<file path="src/rtl/module_receptor_hamming.sv">
// rtl/module_receptor_hamming.sv - serial frame receiver with Hamming(7,4) single-error correction
module module_receptor_hamming #(
    parameter int CLKS_POR_BIT = 16
) (
    input  logic       clk,
    input  logic       rst_n,
    input  logic       rx_in,
    output logic [3:0] datos_out,
    output logic       valido,
    output logic       error_corregido,
    output logic [2:0] sindrome,
    output logic       error_trama
);

    localparam int CNT_W = $clog2(CLKS_POR_BIT);
    localparam logic [CNT_W-1:0] MEDIO = CNT_W'(CLKS_POR_BIT / 2 - 1);
    localparam logic [CNT_W-1:0] FIN   = CNT_W'(CLKS_POR_BIT - 1);

    typedef enum logic [2:0] {
        INACTIVO,
        INICIO,
        DATOS,
        PARADA,
        DECODIFICA
    } estado_t;

    estado_t          estado;
    logic [CNT_W-1:0] cnt;
    logic [2:0]       idx;
    logic [6:0]       trama;
    logic             rx_meta;
    logic             rx_s;

    logic [2:0]       sind_c;
    logic [6:0]       mascara;
    logic [6:0]       cw_corr;
    logic [3:0]       datos_c;

    // Two-flop synchronizer; resets to the idle (high) line level so reset never looks like a start bit
    always_ff @(posedge clk or negedge rst_n) begin
        if (!rst_n) begin
            rx_meta <= 1'b1;
            rx_s    <= 1'b1;
        end else begin
            rx_meta <= rx_in;
            rx_s    <= rx_meta;
        end
    end

    // Syndrome and correction from the captured codeword; the codeword is complete before the stop sample
    always_comb begin
        sind_c[0] = trama[0] ^ trama[2] ^ trama[4] ^ trama[6];
        sind_c[1] = trama[1] ^ trama[2] ^ trama[5] ^ trama[6];
        sind_c[2] = trama[3] ^ trama[4] ^ trama[5] ^ trama[6];
        mascara   = (sind_c == 3'd0) ? 7'd0 : (7'd1 << (sind_c - 3'd1));
        cw_corr   = trama ^ mascara;
        datos_c   = {cw_corr[6], cw_corr[5], cw_corr[4], cw_corr[2]};
    end

    // Frame FSM; decoded results are registered at the stop-sample edge so valido appears in the following cycle
    always_ff @(posedge clk or negedge rst_n) begin
        if (!rst_n) begin
            estado          <= INACTIVO;
            cnt             <= '0;
            idx             <= '0;
            trama           <= '0;
            datos_out       <= '0;
            sindrome        <= '0;
            error_corregido <= 1'b0;
            valido          <= 1'b0;
            error_trama     <= 1'b0;
        end else begin
            valido      <= 1'b0;
            error_trama <= 1'b0;
            case (estado)
                INACTIVO: begin
                    cnt <= '0;
                    idx <= '0;
                    if (!rx_s) begin
                        estado <= INICIO;
                    end
                end
                INICIO: begin
                    if (cnt == MEDIO) begin
                        cnt    <= '0;
                        estado <= rx_s ? INACTIVO : DATOS;
                    end else begin
                        cnt <= cnt + 1'b1;
                    end
                end
                DATOS: begin
                    if (cnt == FIN) begin
                        cnt        <= '0;
                        trama[idx] <= rx_s;
                        if (idx == 3'd6) begin
                            estado <= PARADA;
                        end else begin
                            idx <= idx + 3'd1;
                        end
                    end else begin
                        cnt <= cnt + 1'b1;
                    end
                end
                PARADA: begin
                    if (cnt == FIN) begin
                        cnt <= '0;
                        idx <= '0;
                        if (rx_s) begin
                            datos_out       <= datos_c;
                            sindrome        <= sind_c;
                            error_corregido <= (sind_c != 3'd0);
                            valido          <= 1'b1;
                            estado          <= DECODIFICA;
                        end else begin
                            error_trama <= 1'b1;
                            estado      <= INACTIVO;
                        end
                    end else begin
                        cnt <= cnt + 1'b1;
                    end
                end
                DECODIFICA: begin
                    estado <= INACTIVO;
                end
                default: begin
                    estado <= INACTIVO;
                end
            endcase
        end
    end

endmodule

</file>
<file path="config.mk">
export PLATFORM = sky130hd
export DESIGN_NAME = module_receptor_hamming
export DESIGN_NICKNAME = d
export VERILOG_FILES = /design/src/rtl/module_receptor_hamming.sv
export SDC_FILE = /design/constraint.sdc
export NUM_CORES = 1
export LEC_CHECK = 0
export BUFFER_PORTS_ARGS = -buffer_cell sky130_fd_sc_hd__buf_2
export CAP_MARGIN = 20
export CORE_MARGIN = 8
export CORE_UTILIZATION = 25
export CTS_CLUSTER_DIAMETER = 200
export DETAILED_ROUTE_END_ITERATION = 10
export GPL_TIMING_DRIVEN = 0
export HOLD_SLACK_MARGIN = 0.12
export PLACE_DENSITY = 0.48
export SLEW_MARGIN = 0
export SYNTH_ARGS = -nofsm -noshare
export SYNTH_HDL_FRONTEND = slang
export SYNTH_SLANG_ARGS = --single-unit
export TNS_END_PERCENT = 100
</file>
<file path="constraint.sdc">
create_clock -name clk -period 1.67 [get_ports clk]
set_input_delay 0 -clock clk [delete_from_list [all_inputs] [get_ports clk]]
set_output_delay 0 -clock clk [all_outputs]
set_load 0.05 [all_outputs]
</file>
# ---- After elaboration in Yosys (flattened, before gate mapping)
# Cells that the tools add are included.
dict set report classes {
  addsub 3
  magnitude_cmp 2
  n_eq_ne 12
  shift 1
  mux 25
  bitwise 10
  n_reduce_logical 11
}
# cell count
set op_table {}
lappend op_table {{3-bit two-way mux} 9}
lappend op_table {{2-bit != test (second input constant)} 6}
lappend op_table {{3-bit case mux with 4 select lines} 1}
lappend op_table {{4-bit case mux with 3 select lines} 1}
lappend op_table {{3-bit case mux with 3 select lines} 1}
lappend op_table {{3-bit nonzero test} 3}
lappend op_table {{1-bit bitwise XOR} 9}
lappend op_table {{4-bit two-way mux} 2}
lappend op_table {{7-bit bitwise mux} 1}
lappend op_table {{1-bit two-way mux} 7}
lappend op_table {{7-bit two-way mux} 1}
lappend op_table {{1-bit by 3-bit left shift with 7-bit output (first input constant)} 1}
lappend op_table {{7-bit bitwise XOR} 1}
lappend op_table {{3-bit by 2-bit == test with 1-bit output (second input constant)} 2}
lappend op_table {{3-bit zero test} 2}
lappend op_table {{5-bit AND reduction} 1}
lappend op_table {{4-bit by 1-bit adder with 4-bit output (second input constant)} 1}
lappend op_table {{4-bit by 3-bit == test with 1-bit output (second input constant)} 1}
lappend op_table {{4-bit == test (second input constant)} 1}
lappend op_table {{3-bit by 4-bit less-than comparator with 1-bit output (second input constant)} 1}
lappend op_table {{4-bit AND reduction} 1}
lappend op_table {{3-bit by 1-bit adder with 3-bit output (second input constant)} 1}
lappend op_table {{1-bit demux with 3-bit select} 1}
lappend op_table {{3-bit by 1-bit == test with 1-bit output (second input constant)} 1}
lappend op_table {{other kinds (8)} 8}
dict set report word_totals {
  ff_bits 29
  in_bits 3
  out_inout_bits 10
  wordCells 75
}

# ---- Depth between registers and ports, before layout
# Gate-level depths: netlist (run 1).
dict set report logic_depth {
  depth_word 7
  ltp_mapped 8
  ltp_nobuf 8
}

# ---- Worst setup path after synthesis (run 1)
# No wires, ideal clock.
dict set report synth_path {
  kind {register to register}
  startpoint {register trama[6]}
  endpoint {register datos_out[2]}
  setup_ps 77
  arrival_time_ps 1766
  required_ps 1593
  slack_ps -173
  path_stages_with_launch 9
  path_buffers 0
  synth_period_minus_slack_ps 1843
  path_cell_list {dfrtp_1 -> xnor2_1 -> xor2_1 -> nor2_1 -> ha_1 -> nor2_1 -> nand3_1 -> xor2_1 -> o21ai_1}
}
dict set report synth_via {
  elab_chain_cells 5
  word_cells_on_any_way 8
  classes_between {add/sub: 1; shift: 1; mux: 1; bitwise: 4; reduce/logical: 1}
}
# item line
set synth_rtl {}
lappend synth_rtl {{start: declaration} 30} ;# logic [6:0] trama;
lappend synth_rtl {{start signal: indexed assignment} 94} ;# trama[idx] <= rx_s;
lappend synth_rtl {{1-bit bitwise XOR (on tied branches)} {52, 53, 54}}
lappend synth_rtl {{3-bit by 1-bit subtractor with 3-bit output} 55} ;# mascara = (sind_c == 3'd0) ? 7'd0 : (7'd1 << (sind_c - 3'd1));
lappend synth_rtl {{1-bit by 3-bit left shift with 7-bit output} 55}
lappend synth_rtl {{7-bit two-way mux (*)} 55}
lappend synth_rtl {{7-bit bitwise XOR (*)} 56} ;# cw_corr = trama ^ mascara;
lappend synth_rtl {{end signal: assignment} 109} ;# datos_out <= datos_c;
lappend synth_rtl {{end: declaration} 8} ;# output logic [3:0] datos_out,
# Mark *: on every way between the ends. The rest lies on a longest branch, timed or not.
# A chain may end at the register's enable or synchronous reset.

# ---- Worst setup path after layout (run 1)
# Same ends and word-level chain as after synthesis.

==> results of run 1 <==
## power by group
group	internal (W)	switching [W]	total, W
clock	0.000336	0.000265	0.000601
combinational	0.000314	0.000362	0.000675
sequential	0.000783	0.000112	0.000895
## per-layer routing
metal  track usage  wire length [um]  vias up
li1              -                 -      626
met1        0.0994              1640      582
met2         0.116              1700       17
met3        0.0272               126        4
met4        0.0396                49        0
met5             0                 0        -
## layout make-up
type / instances / share of cell area
Timing Repair Buffer: 37 / 0.124
Sequential cell: 29 / 0.339
Clock buffer: 8 / 0.0416
Inverter: 6 / 0.0104
Multi-Input combinational cell: 111 / 0.427
Buffer: 5 / 0.0139
Tap cell: 75 / 0.0433
## how the worst max path moves through the flow
stage | from | cells after the start | to | slack [ps]
global placement | cnt[0] | 6 | trama[4] | -220
finish | trama[6] | 8 | datos_out[2] | -210
CTS | trama[6] | 8 | datos_out[2] | -190
global route | trama[2] | 8 | datos_out[1] | -340
detailed placement | trama[6] | 8 | datos_out[2] | -230
floorplan | trama[6] | 8 | datos_out[2] | -80
## cells in the final DEF, fill, tap and decap left out, drive strengths merged, types with 3 or more instances in the layout
cell    synthesis  layout
xor2            6       6
ha              4       4
o21ai          18      18
nor3            7       7
nand3           5       5
buf             1      36
xnor2           9       9
mux2            7       7
a31oi           3       3
inv             6       6
nor2           11      11
dfrtp          27      27
nor2b           3       3
nand2          15      15
a22o            5       5
clkbuf          4      12
## worst reg2reg max path, cell delays in order, from the launching register on
cell,delay (ps)
dfrtp_2,490
xnor2_4,250
xor2_2,180
nor2_1,70
ha_1,320
nor2_4,140
nand3_1,100
xor2_1,160
o21ai_1,110
## logic make-up after synthesis
logic type,Yosys count
buf+inv,11
compound gates,36
simple gates,49
xor+xnor,15
fa+ha+maj,4
flops,29
mux,7
## registers in the layout (all words and copies together), names as in the netlist
signal	count
cnt	4
datos_out	4
error_corregido	1
error_trama	1
estado	3
idx	3
rx_meta	1
rx_s	1
sindrome	3
trama	7
valido	1
## per-stage QoR
stage	hold slack, ps	cells	TNS (ps)	setup WS (ps)	utilization
after floorplan	-296	151	-213	-76.9	-
after global placement	77.4	238	-2500	-218	0.285
after detailed placement	81.5	238	-2600	-227	0.285
after CTS	308	257	-651	-194	0.325
after global routing	339	271	-1600	-345	0.368
final	281	271	-742	-206	0.368
## what timing repair did
item | in CTS | in global routing
gates cloned | 0 | 0
pin swaps | 5 | 12
hold buffers | 2 | 0
setup endpoints to repair | 19 | 19
resized for setup | 13 | 30
setup buffers | 9 | 15
endpoints found under the hold margin | 28 | 0
## synth_stat cells
| cell | n |
|---|---|
| clkbuf_1 | 4 |
| or3_1 | 2 |
| a22o_1 | 5 |
| nor2_1 | 10 |
| xnor2_2 | 1 |
| or2_1 | 1 |
| xor2_1 | 5 |
| o21ai_1 | 14 |
| nand3_1 | 4 |
| xor2_2 | 1 |
| o41ai_1 | 2 |
| o22ai_1 | 1 |
| mux2_1 | 7 |
| xnor2_1 | 8 |
| ha_1 | 4 |
| a21oi_1 | 2 |
| inv_1 | 4 |
| nand2_1 | 15 |
| nor2b_1 | 3 |
| nor4_1 | 1 |
| dfstp_2 | 2 |
| nand4_1 | 2 |
| buf_2 | 1 |
| o211a_1 | 1 |
| inv_2 | 2 |
| dfrtp_1 | 27 |
| nand2b_1 | 1 |
| nand3_2 | 1 |
| o21bai_1 | 1 |
| nor2_2 | 1 |
| nor3_1 | 7 |
| o21ai_0 | 4 |
| o21a_1 | 1 |
| and3_1 | 1 |
| a21o_1 | 2 |
| a31oi_1 | 3 |
==> flow_summary_export.csv, run 1 <==
group,metric,value,unit
status,outcome,"finished with violations",
status,violations,"setup timing",
sta,relSlewSlack,0.564,
synth,yosys-mux-area-fraction,0.0523,
setup_path,cp_slowest_cell,"dfrtp_2",
sta,final.setup_skew,5.90,ps
place,dpl_cell_area,1680,sq um
global_routing,grt_pass1_wl,5440,um
clock_tree,clkSlewWorstSetupHoldPaths,70,ps
place,gp_congestion,0.781,
layout,fin_area,2170,sq um
power_and_ir_drop,vdd_drop_max,0.000317,V
sta,fin_ws,-206,ps
drt,route.detailed.drc,0,
setup_path,cp_max_fo,4,
synth,yosys.area_share.simple,0.155,
setup_path,worstPathCellList,"xnor2_4 -> xor2_2 -> nor2_1 -> ha_1 -> nor2_4 -> nand3_1 -> xor2_1 -> o21ai_1",
drt,avgRoutedWirePerCell,13.0,um
clock_tree,cts_max_level,2,
die,io-pin-count,13,
clock_tree,cts_tree,"built",
global_routing,grt-ovfl-total,0,
layout,seqCellArea,736,sq um
synth,synth_compound_area_frac,0.150,
die,core_area,5890,sq um
setup_path,reg2reg_from,"trama[6]",
setup_path,r2r-end,"datos_out[2]",
die,start_util,0.256,
sta,fmax,533,MHz
synth,synthCells,151,
sta,tightest_slew,655,ps
clock_tree,insertion_delay,280,ps
synth,yosysSeqAreaShare,0.483,
setup_path,cpLargestDelayFamily,"XOR/XNOR gates",
die,die_width,93.6,um
synth,ys_types,36,
drt,drt_first_iter_violations,50,
global_routing,grt_max_degree,30,
setup_path,rr_worst_depth,8,
synth,synth.area.top_cells,"dfrtp_1 (45%), mux2_1 (5.2%), o21ai_1 (4.7%)",
drt,ant_nets,0,
layout,multi_input_area,926,sq um
synth,netlist_area,1510,sq um
power_and_ir_drop,finalPower,0.00217,W
setup_path,cp_data_arrival_time,2080,ps
setup_path,worst_setup_path_start_kind,"flop",
setup_path,critPathMaxStageDelay,490,ps
synth,yosysTopAreaCellShare,0.449,
global_routing,grt.total_usage,0.0788,
setup_path,crit_path_end_kind,"flop",
drt,vias,1229,
power_and_ir_drop,powerDensity,1000,nW/um^2
die,rows,28,
setup_path,path_class,"flop to flop",
drt,routed_wl,3520,um
sta,setup_viol,5,
worst_hold_path,hp-class,"input port to async pin",
synth,syn_avg_cell_area,9.98,sq um
synth,synth_warnings,0,
layout,drive_above_1_share,0.408,
clock_tree,cts_root_buf,"clkbuf_8",
clock_tree,clock_sinks,29,
drt,viasPerCell,4.54,
setup_path,crit_buf_inv,0,
place,hpwl,2150,um
sta,fin_crit,1880,ps
layout,area_delta_synth_final,43.9,%
place,numPortBuffers,12,
clock_tree,clk_path_buf_depth,2,
clock_tree,cts_buffers,5,
synth,yosys.area.top_type,"dfrtp_1",
synth,postSynthNetCount,158,
power_and_ir_drop,power_leakage,0.974,nW
sta,rsz0062_at_grt,"true",
die,chipHeight,93.6,um
layout,fillCellCount,602,
setup_path,required,1870,ps
sta,hold_violations,0,
setup_path,rrSetupSlack,-210,ps
job,cap_viol_max_count,0,
synth,synthAdderAreaFrac,0.0332,
synth,ys_seq_elements,29,
sta,fin_crit_sh,1.12,
die,die-area,8770,sq um
drt,first_pass_iters,4,
synth,synth_xor_area_frac,0.0972,
layout,n_antenna_cell,0,
global_routing,first_global_vias,1143,
layout,nets,202,
sta,slew_viol_final,0,
synth,synth_top_family_by_area,"simple AND/OR/NAND/NOR gates",
global_routing,antenna_found_initial,0,
(Power assumes the default switching activity.)
==> run 2: changes to the inputs <==
Settings changed: RECOVER_POWER set to 100.
==> run 2 against run 1 <==
  * Register-to-register slack hardly changed
  * Combinational power is 3.0% lower
  * Fmax hardly changed
  * Largest cell class unchanged
  * Clock skew hardly changed
  * Setup slack hardly changed
  * Sequential power is 1% lower
  * Non-clock buffer count stayed put
  * Largest power group unchanged
  * Sequential share of layout area is 0.64 points higher
  * The flow still finishes with violations (setup timing)
  * Critical endpoint unchanged
  * Hold slack better by 29 ps
==> flow_summary_export.csv, run 2 (same netlist as run 1, synthesis figures left out) <==
group,metric,value,unit
drt,first_pass_iters,4,
place,numPortBuffers,12,
drt,wl_met2,1700,um
layout,nets,202,
drt,vias,1227,
setup_path,cp_data_arrival_time,2080,ps
sta,setup_viol,15,
global_routing,grt_max_degree,30,
setup_path,path_class,"flop to flop",
clock_tree,cts_tree,"built",
setup_path,cp_max_fo,4,
die,chipHeight,93.6,um
layout,layout_common_cells,"buf_4 (21), dfrtp_1 (21), clkbuf_1 (16)",
global_routing,antenna_found_initial,0,
place,gp_congestion,0.781,
sta,rsz0062_at_grt,"true",
drt,viasPerCell,4.53,
setup_path,rrSetupSlack,-210,ps
drt,highest_layer,"met4",
setup_path,worstPathCellList,"xnor2_4 -> xor2_2 -> nor2_1 -> ha_1 -> nor2_4 -> nand3_1 -> xor2_1 -> o21ai_1",
worst_hold_path,hp-class,"input port to async pin",
sta,fin_ws,-206,ps
drt,avgRoutedWirePerCell,13.0,um
sta,fin_crit_sh,1.12,
global_routing,grt-ovfl-total,0,
setup_path,rr_worst_depth,8,
die,start_util,0.256,
setup_path,required,1870,ps
sta,final.setup_skew,5.82,ps
layout,drive_above_1_share,0.352,
sta,fmax,533,MHz
drt,wl_met1,1660,um
drt,routed_wl,3540,um
clock_tree,insertion_delay,280,ps
layout,area_delta_synth_final,41.2,%
clock_tree,cts_max_level,2,
sta,slew_viol_final,0,
power_and_ir_drop,powerDensity,1010,nW/um^2
setup_path,worst_setup_path_start_kind,"flop",
die,die-area,8770,sq um
drt,route.detailed.drc,0,
sta,setup_tns,-1270,ps
power_and_ir_drop,power_leakage,0.925,nW
setup_path,crit_buf_inv,0,
die,core_area,5890,sq um
sta,fin_crit,1880,ps
status,outcome,"finished with violations",
setup_path,crit_path_end_kind,"flop",
job,cap_viol_max_count,0,
die,io-pin-count,13,
setup_path,cpLargestDelayFamily,"XOR/XNOR gates",
sta,hold_violations,0,
setup_path,reg2reg_from,"trama[6]",
layout,top_register,"trama",
layout,n_antenna_cell,0,
die,die_width,93.6,um
clock_tree,clkSlewWorstSetupHoldPaths,70,ps
status,violations,"setup timing",
drt,ant_nets,0,
die,rows,28,
clock_tree,clk_path_buf_depth,2,
sta,relSlewSlack,0.513,
clock_tree,cts_buffers,5,
sta,tightest_slew,730,ps
setup_path,cp_slowest_cell,"dfrtp_2",
layout,largest_reg_flops,7,
global_routing,first_global_vias,1143,
clock_tree,clock_sinks,29,
power_and_ir_drop,finalPower,0.00214,W
drt,drt_first_iter_violations,50,
clock_tree,cts_root_buf,"clkbuf_8",
power_and_ir_drop,vdd_drop_max,0.000299,V
setup_path,r2r-end,"datos_out[2]",
global_routing,grt.total_usage,0.0788,
place,pre_cts_slack,-227,ps
place,hpwl,2150,um
global_routing,grt_pass1_wl,5440,um
drt,dr_wl_met3,116,um
sta,hold_ws,310,ps
setup_path,critPathMaxStageDelay,490,ps
layout,top_regs,"trama x7, cnt x4, datos_out x4",
[run 2: per-stage QoR]
step / area (sq um) / utilization / std cells
after floorplan: 1530 / - / 151
after global placement: 1680 / 0.285 / 238
after detailed placement: 1680 / 0.285 / 238
after CTS: 1920 / 0.325 / 257
after global routing: 2130 / 0.361 / 271
final: 2130 / 0.361 / 271
[run 2: worst max path at each step]
stage,from,to,slack (ps),cells past startpoint
after floorplan,trama[6],datos_out[2],-80,8
after global placement,cnt[0],trama[4],-220,6
after detailed placement,trama[6],datos_out[2],-230,8
after CTS,trama[6],datos_out[2],-190,8
after global routing,trama[2],datos_out[1],-340,8
final,trama[6],datos_out[2],-210,8
[run 2: repair_timing]
action,CTS,global route
hold buffers,2,0
gates resized for setup,13,30
setup buffers,9,15
pin swaps,5,12
endpoints found under the hold margin,28,0
endpoints found under the setup margin,19,19
[run 2: final cells by class]
type / instances / area (sq um)
fill: 609 / 3760
multi-input combinational: 111 / 908
sequential: 29 / 736
timing repair buffer: 37 / 254
tap: 75 / 93.8
clock buffer: 8 / 90.1
buffer: 5 / 22.5
inverter: 6 / 22.5
[run 2: power breakdown]
part           switching (W)  internal, W  total (W)
Clock               0.000264     0.000336   0.000600
Sequential          0.000101     0.000783   0.000884
Combinational       0.000362     0.000292   0.000655
Total               0.000728      0.00141    0.00214
[run 2: worst register-to-register path: stages (launching register included)]
cell,delay (ps)
dfrtp_2,490
xnor2_4,240
xor2_2,180
nor2_1,70
ha_1,320
nor2_4,140
nand3_1,100
xor2_1,160
o21ai_1,110
[run 2: per-layer routing]
layer | vias up | global-route usage
met4 | 0 | 0.0396
met2 | 13 | 0.116
met3 | 5 | 0.0272
met5 | - | 0
met1 | 585 | 0.0994
li1 | 624 | -
